## src/rtl/mc_control.sv

```systemverilog
// mc_control: multi-cycle MIPS control sequencer, FETCH/DECODE/EXEC/MEM/WB with absorbing HALT/ERR.
// Latency 2-5 cycles plus MEM wait; stalls in FETCH until instr_valid and in MEM until mem_ready.
module mc_control #(
  parameter int          ALUOP_W   = 3,
  parameter int          WAIT_MAX  = 15,
  parameter int          WAIT_W    = 4,
  parameter logic [31:0] EXIT_CODE = 32'd10,
  parameter logic [31:0] PUTS_CODE = 32'd4
) (
  input  logic               clk,
  input  logic               rst_n,
  input  logic [31:0]        instr,
  input  logic               instr_valid,
  input  logic [31:0]        vreg,
  input  logic               mem_ready,
  output logic               fetch_req,
  output logic               ir_write,
  output logic               pc_write,
  output logic [1:0]         RegDst,
  output logic               Jump,
  output logic               JumpLink,
  output logic               JumpReg,
  output logic               Branch,
  output logic               MemRead,
  output logic               MemWrite,
  output logic               MemToReg,
  output logic               ALUSrc,
  output logic               RegWrite,
  output logic [ALUOP_W-1:0] ALUop,
  output logic               puts_req,
  output logic               halt,
  output logic               illegal,
  output logic               timeout,
  output logic [2:0]         state
);

  typedef enum logic [2:0] {
    S_FETCH  = 3'd0,
    S_DECODE = 3'd1,
    S_EXEC   = 3'd2,
    S_MEM    = 3'd3,
    S_WB     = 3'd4,
    S_HALT   = 3'd5,
    S_ERR    = 3'd6
  } state_t;

  localparam logic [ALUOP_W-1:0] ALU_AND = ALUOP_W'(0);
  localparam logic [ALUOP_W-1:0] ALU_OR  = ALUOP_W'(1);
  localparam logic [ALUOP_W-1:0] ALU_ADD = ALUOP_W'(2);
  localparam logic [ALUOP_W-1:0] ALU_SUB = ALUOP_W'(6);
  localparam logic [ALUOP_W-1:0] ALU_SLT = ALUOP_W'(7);

  state_t              cur, nxt;
  logic [31:0]         ir;
  logic [WAIT_W-1:0]   wait_cnt, wait_nxt;
  logic [5:0]          opcode, funct;

  logic                is_nop, is_j, is_jal, is_jr, is_sys;
  logic                is_rtype, is_imm, is_lw, is_sw, is_br, is_mem, is_exec;
  logic [ALUOP_W-1:0]  op_alu;
  logic                op_src;

  assign opcode = ir[31:26];
  assign funct  = ir[5:0];

  // Instruction classification from the latched IR only.
  always_comb begin
    is_j     = 1'b0;
    is_jal   = 1'b0;
    is_jr    = 1'b0;
    is_sys   = 1'b0;
    is_rtype = 1'b0;
    is_imm   = 1'b0;
    is_lw    = 1'b0;
    is_sw    = 1'b0;
    is_br    = 1'b0;
    op_alu   = ALU_AND;
    op_src   = 1'b0;
    case (opcode)
      6'h00: begin
        case (funct)
          6'h08: is_jr = 1'b1;
          6'h0C: is_sys = 1'b1;
          6'h20, 6'h21: begin is_rtype = 1'b1; op_alu = ALU_ADD; end
          6'h22: begin is_rtype = 1'b1; op_alu = ALU_SUB; end
          6'h24: begin is_rtype = 1'b1; op_alu = ALU_AND; end
          6'h25: begin is_rtype = 1'b1; op_alu = ALU_OR;  end
          6'h2A: begin is_rtype = 1'b1; op_alu = ALU_SLT; end
          default: ;
        endcase
      end
      6'h02: is_j = 1'b1;
      6'h03: is_jal = 1'b1;
      6'h04, 6'h05: begin is_br = 1'b1; op_alu = ALU_SUB; end
      6'h08, 6'h09, 6'h0F: begin is_imm = 1'b1; op_alu = ALU_ADD; op_src = 1'b1; end
      6'h0B: begin is_imm = 1'b1; op_alu = ALU_SLT; op_src = 1'b1; end
      6'h0D: begin is_imm = 1'b1; op_alu = ALU_OR;  op_src = 1'b1; end
      6'h23: begin is_lw = 1'b1; op_alu = ALU_ADD; op_src = 1'b1; end
      6'h2B: begin is_sw = 1'b1; op_alu = ALU_ADD; op_src = 1'b1; end
      default: ;
    endcase
  end

  assign is_nop  = (ir == 32'd0);
  assign is_mem  = is_lw | is_sw;
  assign is_exec = is_rtype | is_imm | is_br | is_mem;

  always_ff @(posedge clk or negedge rst_n) begin
    if (!rst_n) begin
      cur      <= S_FETCH;
      ir       <= 32'd0;
      wait_cnt <= '0;
    end else begin
      cur      <= nxt;
      wait_cnt <= wait_nxt;
      if (cur == S_FETCH && instr_valid)
        ir <= instr;
    end
  end

  always_comb begin
    nxt       = cur;
    wait_nxt  = wait_cnt;
    fetch_req = 1'b0;
    ir_write  = 1'b0;
    pc_write  = 1'b0;
    RegDst    = 2'd0;
    Jump      = 1'b0;
    JumpLink  = 1'b0;
    JumpReg   = 1'b0;
    Branch    = 1'b0;
    MemRead   = 1'b0;
    MemWrite  = 1'b0;
    MemToReg  = 1'b0;
    ALUSrc    = 1'b0;
    RegWrite  = 1'b0;
    ALUop     = ALU_AND;
    puts_req  = 1'b0;
    halt      = 1'b0;
    illegal   = 1'b0;
    timeout   = 1'b0;
    case (cur)
      S_FETCH: begin
        fetch_req = 1'b1;
        if (instr_valid) begin
          // Gated so no IR/PC strobe escapes while reset is held.
          ir_write = rst_n;
          pc_write = rst_n;
          nxt      = S_DECODE;
        end
      end
      S_DECODE: begin
        if (is_nop) begin
          nxt = S_FETCH;
        end else if (is_j || is_jal) begin
          Jump     = 1'b1;
          pc_write = 1'b1;
          if (is_jal) begin
            JumpLink = 1'b1;
            RegDst   = 2'd2;
            RegWrite = 1'b1;
          end
          nxt = S_FETCH;
        end else if (is_jr) begin
          JumpReg  = 1'b1;
          pc_write = 1'b1;
          nxt      = S_FETCH;
        end else if (is_sys) begin
          if (vreg == EXIT_CODE) begin
            nxt = S_HALT;
          end else begin
            puts_req = (vreg == PUTS_CODE);
            nxt      = S_FETCH;
          end
        end else if (is_exec) begin
          nxt = S_EXEC;
        end else begin
          nxt = S_ERR;
        end
      end
      S_EXEC: begin
        ALUop  = op_alu;
        ALUSrc = op_src;
        if (is_br) begin
          Branch   = 1'b1;
          pc_write = 1'b1;
          nxt      = S_FETCH;
        end else if (is_mem) begin
          wait_nxt = '0;
          nxt      = S_MEM;
        end else begin
          nxt = S_WB;
        end
      end
      S_MEM: begin
        ALUop    = op_alu;
        ALUSrc   = op_src;
        MemRead  = is_lw;
        MemWrite = is_sw;
        if (mem_ready)
          nxt = is_lw ? S_WB : S_FETCH;
        else if (wait_cnt == WAIT_W'(WAIT_MAX))
          nxt = S_ERR;
        else
          wait_nxt = wait_cnt + WAIT_W'(1);
      end
      S_WB: begin
        ALUop    = op_alu;
        ALUSrc   = op_src;
        RegWrite = 1'b1;
        RegDst   = is_rtype ? 2'd1 : 2'd0;
        MemToReg = is_lw;
        nxt      = S_FETCH;
      end
      S_HALT: halt = 1'b1;
      // ERR is reached from MEM only for loads/stores, otherwise from DECODE.
      S_ERR: begin
        illegal = ~is_mem;
        timeout = is_mem;
      end
      default: nxt = S_FETCH;
    endcase
  end

  assign state = cur;

endmodule

```

## config.mk

```make
export PLATFORM = sky130hd
export DESIGN_NAME = mc_control
export DESIGN_NICKNAME = d
export VERILOG_FILES = /design/src/rtl/mc_control.sv
export SDC_FILE = /design/constraint.sdc
export NUM_CORES = 1
export LEC_CHECK = 0
export CAP_MARGIN = 25
export CORE_MARGIN = 3
export CORE_UTILIZATION = 40
export CTS_BUF_LIST = sky130_fd_sc_hd__clkbuf_4
export DETAILED_ROUTE_END_ITERATION = 10
export GPL_TIMING_DRIVEN = 0
export MAX_ROUTING_LAYER = met4
export PLACE_DENSITY_LB_ADDON = 0.15
export SYNTH_ARGS = -nofsm -noshare
export SYNTH_HDL_FRONTEND = slang
export SYNTH_SLANG_ARGS = --single-unit
```

## constraint.sdc

```tcl
create_clock -name clk -period 4.29 [get_ports clk]
set_input_delay 0.858 -clock clk [delete_from_list [all_inputs] [get_ports clk]]
set_output_delay 0.858 -clock clk [all_outputs]
set_load 0.02 [all_outputs]
```

# Word-level counts from Yosys, hierarchy flattened
# Index checks and enable logic that the tools add are counted.
# W data, S select, Z words.
[totals] register_bits=39 inputBits=68 elab_cells=132
[op_classes] add_sub_neg=1 eq_ne=34 muxes=72 bitwise_logic=6 n_reduce_logical=16
[op_table] op="$eq A6 B6 Y1 const B" count=8
[op_table] op="$mux W1" count=45
[op_table] op="$eq A6 B4 Y1 const B" count=7
[op_table] op="$mux W3" count=13
[op_table] op="$eq A32 B3 Y1 const B" count=1
[op_table] op="$eq A32 B4 Y1 const B" count=1
[op_table] op="$logic_not A32 Y1" count=1
[op_table] op="$pmux W3 S5" count=2
[op_table] op="$mux W4" count=4
[op_table] op="$eq A6 B2 Y1 const B" count=2
[op_table] op="$eq A6 B3 Y1 const B" count=2
[op_table] op="$pmux W3 S4" count=1
[op_table] op="$ne A2 B2 Y1 const B" count=5
[op_table] op="$reduce_or A5 Y1" count=2
[op_table] op="$eq A3 B3 Y1 const B" count=3
[op_table] op="$pmux W4 S2" count=1
[op_table] op="$reduce_or A7 Y1" count=1
[op_table] op="$eq A3 B2 Y1 const B" count=2
[op_table] op="$logic_not A6 Y1" count=1
[op_table] op="$mux W2" count=3
[op_table] op="$reduce_or A2 Y1" count=3
[op_table] op="$reduce_or A6 Y1" count=1
[op_table] op="$reduce_and A5 Y1" count=1
[op_table] op="$add A4 B1 Y4 const B" count=1
[op_table] op="other kinds (14)" count=18

# Depth between registers and ports, before layout
# Gate-level depths: netlist of the first run.
[logic_depth] ltp_word=13 ltp_mapped=7 depth_no_buf=6

# Worst setup path after synthesis of the first run
# No wires, ideal clock.
[synth_path] kind="register -> output" from="register ir[29]" to="output pc_write" arrival_time_ns=1.930 required_time_ns=3.432 setup_slack_ns=1.502 path_stages_with_launch=7 n_path_buf=1 path_cell_list="dfrtp_1 > buf_6 > nor4_4 > nand4_1 > nor2_1 > a21oi_1 > o41ai_1"
[synth_via] elab_chain_cells=6 word_cells_on_any_way=17 classes_between="eq/ne (4); mux (9); reduce/logical (4)"
[synth_lines] item="start: declaration" line_no="54" text="logic [31:0] ir;"
[synth_lines] item="start signal: assignment" line_no="117" text="ir <= instr;"
[synth_lines] item="$logic_not A6 Y1 or $eq A6 B2 Y1 (tied branches)" line_no="79" text="case (opcode)"
[synth_lines] item="$mux W1" line_no="79"
[synth_lines] item="$mux W1 or $logic_or A1 B1 Y1 (tied branches)" line_no="164, 155"
[synth_lines] item="$mux W1" line_no="155" text="end else if (is_j || is_jal) begin"
[synth_lines] item="$mux W1" line_no="153" text="if (is_nop) begin"
[synth_lines] item="$pmux W1 S3 (*)" line_no="142" text="case (cur)"
[synth_lines] item="end: declaration" line_no="18" text="output logic pc_write,"
# Mark *: on every way between the ends. The rest lies on a longest branch, timed or not.

# Worst setup path in the final report of the first run
[layout_path] from="input vreg[9]" to="output puts_req"
[layout_via] elab_chain_cells=7 word_cells_on_any_way=8 classes_between="eq/ne (2); mux (6)"
[layout_lines] item="start: declaration" line_no="14" text="input logic [31:0] vreg,"
[layout_lines] item="$eq A32 B3 Y1 or $eq A32 B4 Y1 (tied branches)" line_no="172, 169"
[layout_lines] item="$mux W1 (*)" line_no="169" text="if (vreg == EXIT_CODE) begin"
[layout_lines] item="$mux W1 (*)" line_no="168" text="end else if (is_sys) begin"
[layout_lines] item="$mux W1 (*)" line_no="164" text="end else if (is_jr) begin"
[layout_lines] item="$mux W1 (*)" line_no="155"
[layout_lines] item="$mux W1 (*)" line_no="153"
[layout_lines] item="$mux W1 (*)" line_no="142"
[layout_lines] item="end: declaration" line_no="30" text="output logic puts_req,"
# Marked as above.

==> results.sh, run 1 <==
export IMPL_vias=2132
export IMPL_fp_row_count=27
export IMPL_die_x_um=81.91
export IMPL_cts_tree="built"
export IMPL_synth_seq_cells=39
export IMPL_nets=398
export IMPL_grt_util_all_layers_pct=19.11
export IMPL_layout_drive_gt1_share_pct=18.79
export IMPL_layout_commonest_cell="clkdlybuf4s50_1"
export IMPL_dpl_cell_count=394
export IMPL_hold_ws_ns=0.3510
export IMPL_syn_to_final_growth_pct=46.58
export IMPL_synthCells=230
export IMPL_grt_busiest_layer="met2"
export IMPL_finalCritPeriodShare_pct=88.76
export IMPL_clock_skew_ns=0.01437
export IMPL_start_util_pct=41.60
export IMPL_multi_input_area_um2=1221
export IMPL_async_reset_ff_share_pct=100.0
export IMPL_boundaryPins=92
export IMPL_ys_seq_area_share_pct=42.35
export IMPL_seqCellArea_um2=975.9
export IMPL_use_met1_pct=23.50
export IMPL_grtUsageMet3_pct=4.715
export IMPL_viasPerCell=5.303
export IMPL_cp_required_ns=3.43
export IMPL_grt_start_max_net_pins=31
export IMPL_fill_cells=509
export IMPL_place_hpwl_um=4852
export IMPL_clk_pin_slew_worst_paths_ns=0.13
export IMPL_core_area_um2=5540
export IMPL_diodes=0
export IMPL_r2r_end="state[2]"
export IMPL_power_w=0.001833
export IMPL_setup_viol=0
export IMPL_end_kind="output port"
export IMPL_gp_congestion=0.9300
export IMPL_worstSetupPathType="input port to output port"
export IMPL_critPathArrivalTime_ns=2.95
export IMPL_clockRootBuffer="clkbuf_4"
export IMPL_detail_route_wl_per_cell_um=15.00
export IMPL_worstMarginPinSlew_ns=0.6469
export IMPL_grt_use_met2_pct=31.26
export IMPL_die_area_um2=6708
export IMPL_critPathMaxFanout=3
export IMPL_holdBufCountCts=0
export IMPL_cts_resized=0
export IMPL_syn_area_um2=2305
export IMPL_fin_tns_setup_ns=0
export IMPL_p_leak_nw=1.326
export IMPL_hp_class="input port to async pin"
export IMPL_clk_latency_ns=0.36
export IMPL_antenna_found_initial=0
export IMPL_fp_dieH_um=81.91
export IMPL_drt_pass1_iter_count=4
export IMPL_final_cells=402
export IMPL_reg2reg_slack_ns=2.34
export IMPL_cellPowerDensity_nw_per_um2=542.7
export IMPL_wirelength_um=6029
export IMPL_hold_viol=0
export IMPL_clock_sinks=39
export IMPL_yosysUniqueCellTypes=49
export IMPL_io_buffers=91
export IMPL_syn_avg_cell_area_um2=10.02
export IMPL_grt_pass1_wl_um=9625
export IMPL_post_cts_buffers=0
export IMPL_ys_warn_count=0
export IMPL_worst_r2r_cell_count=6
export IMPL_rsz0062_at_grt="no"
export IMPL_synth_fp_nets=299
export IMPL_cp_start_kind="input port"
export IMPL_cap_violations=0
export IMPL_cts_inserted_buffers=5
export IMPL_status="complete, no violations"
export IMPL_postRouteAntennaNets=0
export IMPL_ys_flop_type="dfrtp_1"
export IMPL_grt_pass1_vias=2102
export IMPL_synth_edf_count=0
export IMPL_fmax_mhz=262.6
export IMPL_relSlewSlack_pct=56.47
export IMPL_drv_slew=0
export IMPL_first_iter_violations=69
export IMPL_drc=0
export IMPL_place_area_um2=3321
export IMPL_final_cell_mix="clkdlybuf4s50_1 (90), dfrtp_1 (39), mux2_2 (31), nor2_1 (22), nand2_1 (15)"
export IMPL_ir_worst_vdd_mv=0.3140
export IMPL_final_area_um2=3378
export IMPL_min_period_ns=3.808
export IMPL_rr_startpoint="ir[29]"
export IMPL_cts_path_max_buffers=2
export IMPL_cts_htree_levels=2
export IMPL_gr_total_overflow=0
## metal layers
layer / up-vias / routed length [um] / share of wire, %
met2: 83 / 2852 / 47
met3: 7 / 534 / 8.9
li1: 1050 / - / -
met5: - / 0 / 0
met4: 0 / 70 / 1.2
met1: 992 / 2573 / 43
## cell usage after synthesis, drive strengths merged (2+ instances only)
cell type | count | area (um^2)
nand2b | 6 | 40.04
a22oi | 2 | 15.01
o21ai | 7 | 35.03
mux2 | 31 | 349.1
dfrtp | 39 | 975.9
a31oi | 2 | 12.51
mux2i | 3 | 30.03
inv | 6 | 22.52
nor3 | 11 | 66.32
nand3 | 3 | 15.01
o31ai | 2 | 15.01
clkbuf | 2 | 7.510
nor4 | 13 | 96.34
a21o | 2 | 15.01
nor3b | 4 | 35.03
o22ai | 5 | 31.28
nand4 | 6 | 37.54
or3 | 3 | 18.77
nor4b | 2 | 17.52
xor2 | 2 | 17.52
nand2 | 15 | 56.30
and3 | 2 | 12.51
nor2 | 22 | 82.58
and2 | 3 | 18.77
buf | 11 | 77.57
or2 | 2 | 12.51
a21oi | 9 | 45.04
## worst max-delay path by stage
stage | from | end | depth (start not counted)
CTS | vreg[9] | puts_req | 6
finish | vreg[9] | puts_req | 6
global placement | rst_n | pc_write | 5
global route | vreg[9] | puts_req | 6
detailed placement | vreg[9] | puts_req | 6
floorplan | ir[29] | pc_write | 6
## metrics by stage
step	worst slack, ns	util, %
floorplan	1.502	-
global placement	-0.3857	59.67
detailed placement	0.4518	59.94
CTS	0.4526	60.98
global route	0.2360	60.98
finish	0.4822	60.98
## report_power, final
group	switching [W]	total [W]	internal (W)	leakage, nW
clock	0.000126	0.000195	0.0000696	0.0317
sequential	0.000161	0.000713	0.000552	0.468
combinational	0.000442	0.000925	0.000483	0.826
total	0.000729	0.00183	0.00110	1.33
## critical path, stage by stage
cell and delay, ns:
clkdlybuf4s50_1 0.40, nor4b_1 0.34, nand4_1 0.14, nor4_1 0.36, and4_1 0.25, clkdlybuf4s50_1 0.61
## final cells by class
cell class	instances	area share, %
clock inverters	2	0.3704
multi-input cells	172	36.15
plain buffers	13	2.519
well taps	72	2.667
inverters	6	0.6667
flip-flops and latches	39	28.89
repair buffers	92	27.41
clock buffers	6	1.333
## cells by family after synthesis
family | after synthesis | synth area share [%]
simple gates | 99 | 24.97
flops | 39 | 42.35
compound gates | 36 | 10.26
mux | 34 | 16.45
buf+inv | 19 | 4.669
xor+xnor | 2 | 0.7602
fa+ha+maj | 1 | 0.5428
## sequential cells by signal, summed over array words and instances (netlist names)
signal and cells:
wait_cnt 4, ir 32, state 3
No activity file was read; power rests on OpenSTA's default activity.
==> run 2, diff against run 1 <==
--- a/config.mk
+++ b/config.mk
@@ -6,13 +6,16 @@
 export NUM_CORES = 1
 export LEC_CHECK = 0
 export CAP_MARGIN = 25
+export CELL_PAD_IN_SITES_DETAIL_PLACEMENT = 1
+export CELL_PAD_IN_SITES_GLOBAL_PLACEMENT = 1
 export CORE_MARGIN = 3
-export CORE_UTILIZATION = 40
+export CORE_UTILIZATION = 36
 export CTS_BUF_LIST = sky130_fd_sc_hd__clkbuf_4
 export DETAILED_ROUTE_END_ITERATION = 10
 export GPL_TIMING_DRIVEN = 0
 export MAX_ROUTING_LAYER = met4
-export PLACE_DENSITY_LB_ADDON = 0.15
+export PLACE_DENSITY = 0.95
+export REMOVE_ABC_BUFFERS = 1
 export SYNTH_ARGS = -nofsm -noshare
 export SYNTH_HDL_FRONTEND = slang
 export SYNTH_SLANG_ARGS = --single-unit
==> run 2 against run 1 <==
Effect of this change: non-clock buffer count down 13; maximum frequency decreased by 0.42%; worst hold slack gained 0.17 ns; via count increased by 0.84%; sequential power grew 12%; wire length is 13% higher; largest power group unchanged.
==> results.sh, run 2 (synthesized netlist as in run 1, its figures left out) <==
export IMPL_post_cts_buffers=0
export IMPL_worstSetupPathType="input port to output port"
export IMPL_gr_total_overflow=0
export IMPL_detail_route_wl_per_cell_um=17.44
export IMPL_critPathArrivalTime_ns=2.97
export IMPL_worst_r2r_cell_count=4
export IMPL_gp_congestion=0.8184
export IMPL_layout_commonest_cell="clkdlybuf4s50_1"
export IMPL_max_flop_register="ir"
export IMPL_critPathMaxFanout=3
export IMPL_clk_pin_slew_worst_paths_ns=0.11
export IMPL_first_iter_violations=78
export IMPL_boundaryPins=92
export IMPL_slowest_delay_ns=0.60
export IMPL_grt_pass1_vias=2292
export IMPL_nets=385
export IMPL_largest_reg_flops=32
export IMPL_cap_violations=0
export IMPL_io_buffers=91
export IMPL_postRouteAntennaNets=0
export IMPL_hp_class="flop to flop"
export IMPL_grt_start_max_net_pins=41
export IMPL_cts_htree_levels=2
export IMPL_crit_start="vreg[8]"
export IMPL_reg2reg_slack_ns=2.02
export IMPL_drt_pass1_iter_count=4
export IMPL_final_cells=392
export IMPL_min_period_ns=3.824
export IMPL_worstMarginPinSlew_ns=0.8953
export IMPL_path_buf_inv=2
export IMPL_final_cell_mix="clkdlybuf4s50_1 (90), dfrtp_1 (39), mux2_2 (31), nor2_1 (22), nand2_1 (15)"
export IMPL_status="complete, no violations"
export IMPL_fin_tns_setup_ns=0
export IMPL_cellPowerDensity_nw_per_um2=550.3
export IMPL_antenna_found_initial=0
export IMPL_die_x_um=86.01
export IMPL_grt_pass1_wl_um=11300
export IMPL_diodes=0
export IMPL_start_util_pct=38.03
export IMPL_hold_viol=0
export IMPL_rr_startpoint="state[2]"
export IMPL_cts_tree="built"
export IMPL_crit_end="puts_req"
export IMPL_cp_start_kind="input port"
export IMPL_fp_dieH_um=86.01
export IMPL_critical_path_depth=6
export IMPL_p_leak_nw=1.270
export IMPL_cts_inserted_buffers=5
export IMPL_fin_ws_ns=0.4663
export IMPL_critical_path_top_delay_family="simple AND/OR/NAND/NOR gates"
export IMPL_place_area_um2=3234
export IMPL_viasPerCell=5.485
export IMPL_end_kind="output port"
export IMPL_drc=0
export IMPL_final_area_um2=3292
export IMPL_utilization_pct=54.31
export IMPL_r2r_end="ir[10]"
export IMPL_holdBufCountCts=0
export IMPL_clock_skew_ns=0.01280
export IMPL_ir_worst_vdd_mv=0.3194
export IMPL_dp_slack_ns=0.4405
export IMPL_syn_to_final_growth_pct=42.83
export IMPL_fp_row_count=28
export IMPL_place_hpwl_um=5499
export IMPL_crit_path_top_delay_cell="clkdlybuf4s50_1"
export IMPL_path_cells="clkdlybuf4s50_1, nor4b_1, nand4_1, nor4_1, and4_1, clkdlybuf4s50_1"
export IMPL_clock_sinks=39
export IMPL_dpl_cell_count=384
export IMPL_wirelength_um=6837
export IMPL_cp_required_ns=3.43
export IMPL_die_area_um2=7398
export IMPL_clockRootBuffer="clkbuf_4"
export IMPL_finalCritPeriodShare_pct=89.13
export IMPL_cts_resized=0
export IMPL_vias=2150
export IMPL_cts_path_max_buffers=2
export IMPL_rsz0062_at_grt="no"
export IMPL_clk_latency_ns=0.35
export IMPL_relSlewSlack_pct=40.32
export IMPL_fill_cells=692
export IMPL_grt_util_all_layers_pct=20.08
export IMPL_setup_viol=0
export IMPL_layout_drive_gt1_share_pct=15.77
export IMPL_core_area_um2=6061
export IMPL_cpMostUsedCell="clkdlybuf4s50_1"
export IMPL_drv_slew=0
export IMPL_fmax_mhz=261.5
-- run 2: cell types whose count changed in the layout (fill, tap and decap cells not counted) --
cell        delta
buf_2          -5
buf_4          -4
buf_6          -2
clkbuf_1       -2
buf_12         -1
buf_8          +1
clkinv_1       +1
clkinv_2       -1
clkinv_4       +1
clkinvlp_4     -1
-- run 2: how the worst min path moves through the flow --
stage / start / endpoint / slack [ns] / depth (start not counted)
after CTS: ir[12] / ir[12] / 0.53 / 1
after floorplan: ir[10] / ir[10] / 0.48 / 1
after global routing: ir[14] / ir[14] / 0.55 / 1
final: ir[12] / ir[12] / 0.52 / 1
after global placement: ir[16] / ir[16] / 0.49 / 1
after detailed placement: ir[20] / ir[20] / 0.50 / 1
-- run 2: stage by stage --
step                      hold WS [ns]  total power [W]
final                           0.5178         0.001811
after global routing            0.5505         0.001969
after CTS                       0.5267         0.001833
after detailed placement        0.4982         0.001632
after global placement          0.4903         0.001561
after floorplan                 0.4812         0.001291
-- run 2: per-layer routing --
metal / routed length [um] / track usage [%] / up-vias
met5: 0 / - / -
met4: 59 / 5.324 / 0
met3: 361 / 4.035 / 7
met2: 3631 / 34.76 / 61
met1: 2784 / 23.70 / 1061
li1: - / - / 1021
-- run 2: worst reg2reg max path, stage by stage (launching register included) --
cell     delay, ns
dfrtp_1       0.59
nor3_1        0.37
and2_1        0.58
buf_8         0.28
mux2_2        0.36
-- run 2: where the power goes --
part           leakage (nW)  total (W)  internal (W)  switching [W]
Clock                0.0333   0.000194     0.0000699       0.000124
Combinational         0.768   0.000822      0.000447       0.000376
Sequential            0.468   0.000796      0.000551       0.000245
-- run 2: cell type report --
| type | count | area, um^2 | share of cell area, % |
|---|---|---|---|
| Multi-Input combinational cell | 172 | 1221 | 37.10 |
| Sequential cell | 39 | 975.9 | 29.65 |
| Timing Repair Buffer | 92 | 920.9 | 27.97 |
| Tap cell | 75 | 93.84 | 2.851 |
| Clock buffer | 6 | 45.04 | 1.368 |
| Inverter | 6 | 22.52 | 0.6841 |
| Clock inverter | 2 | 12.51 | 0.3801 |
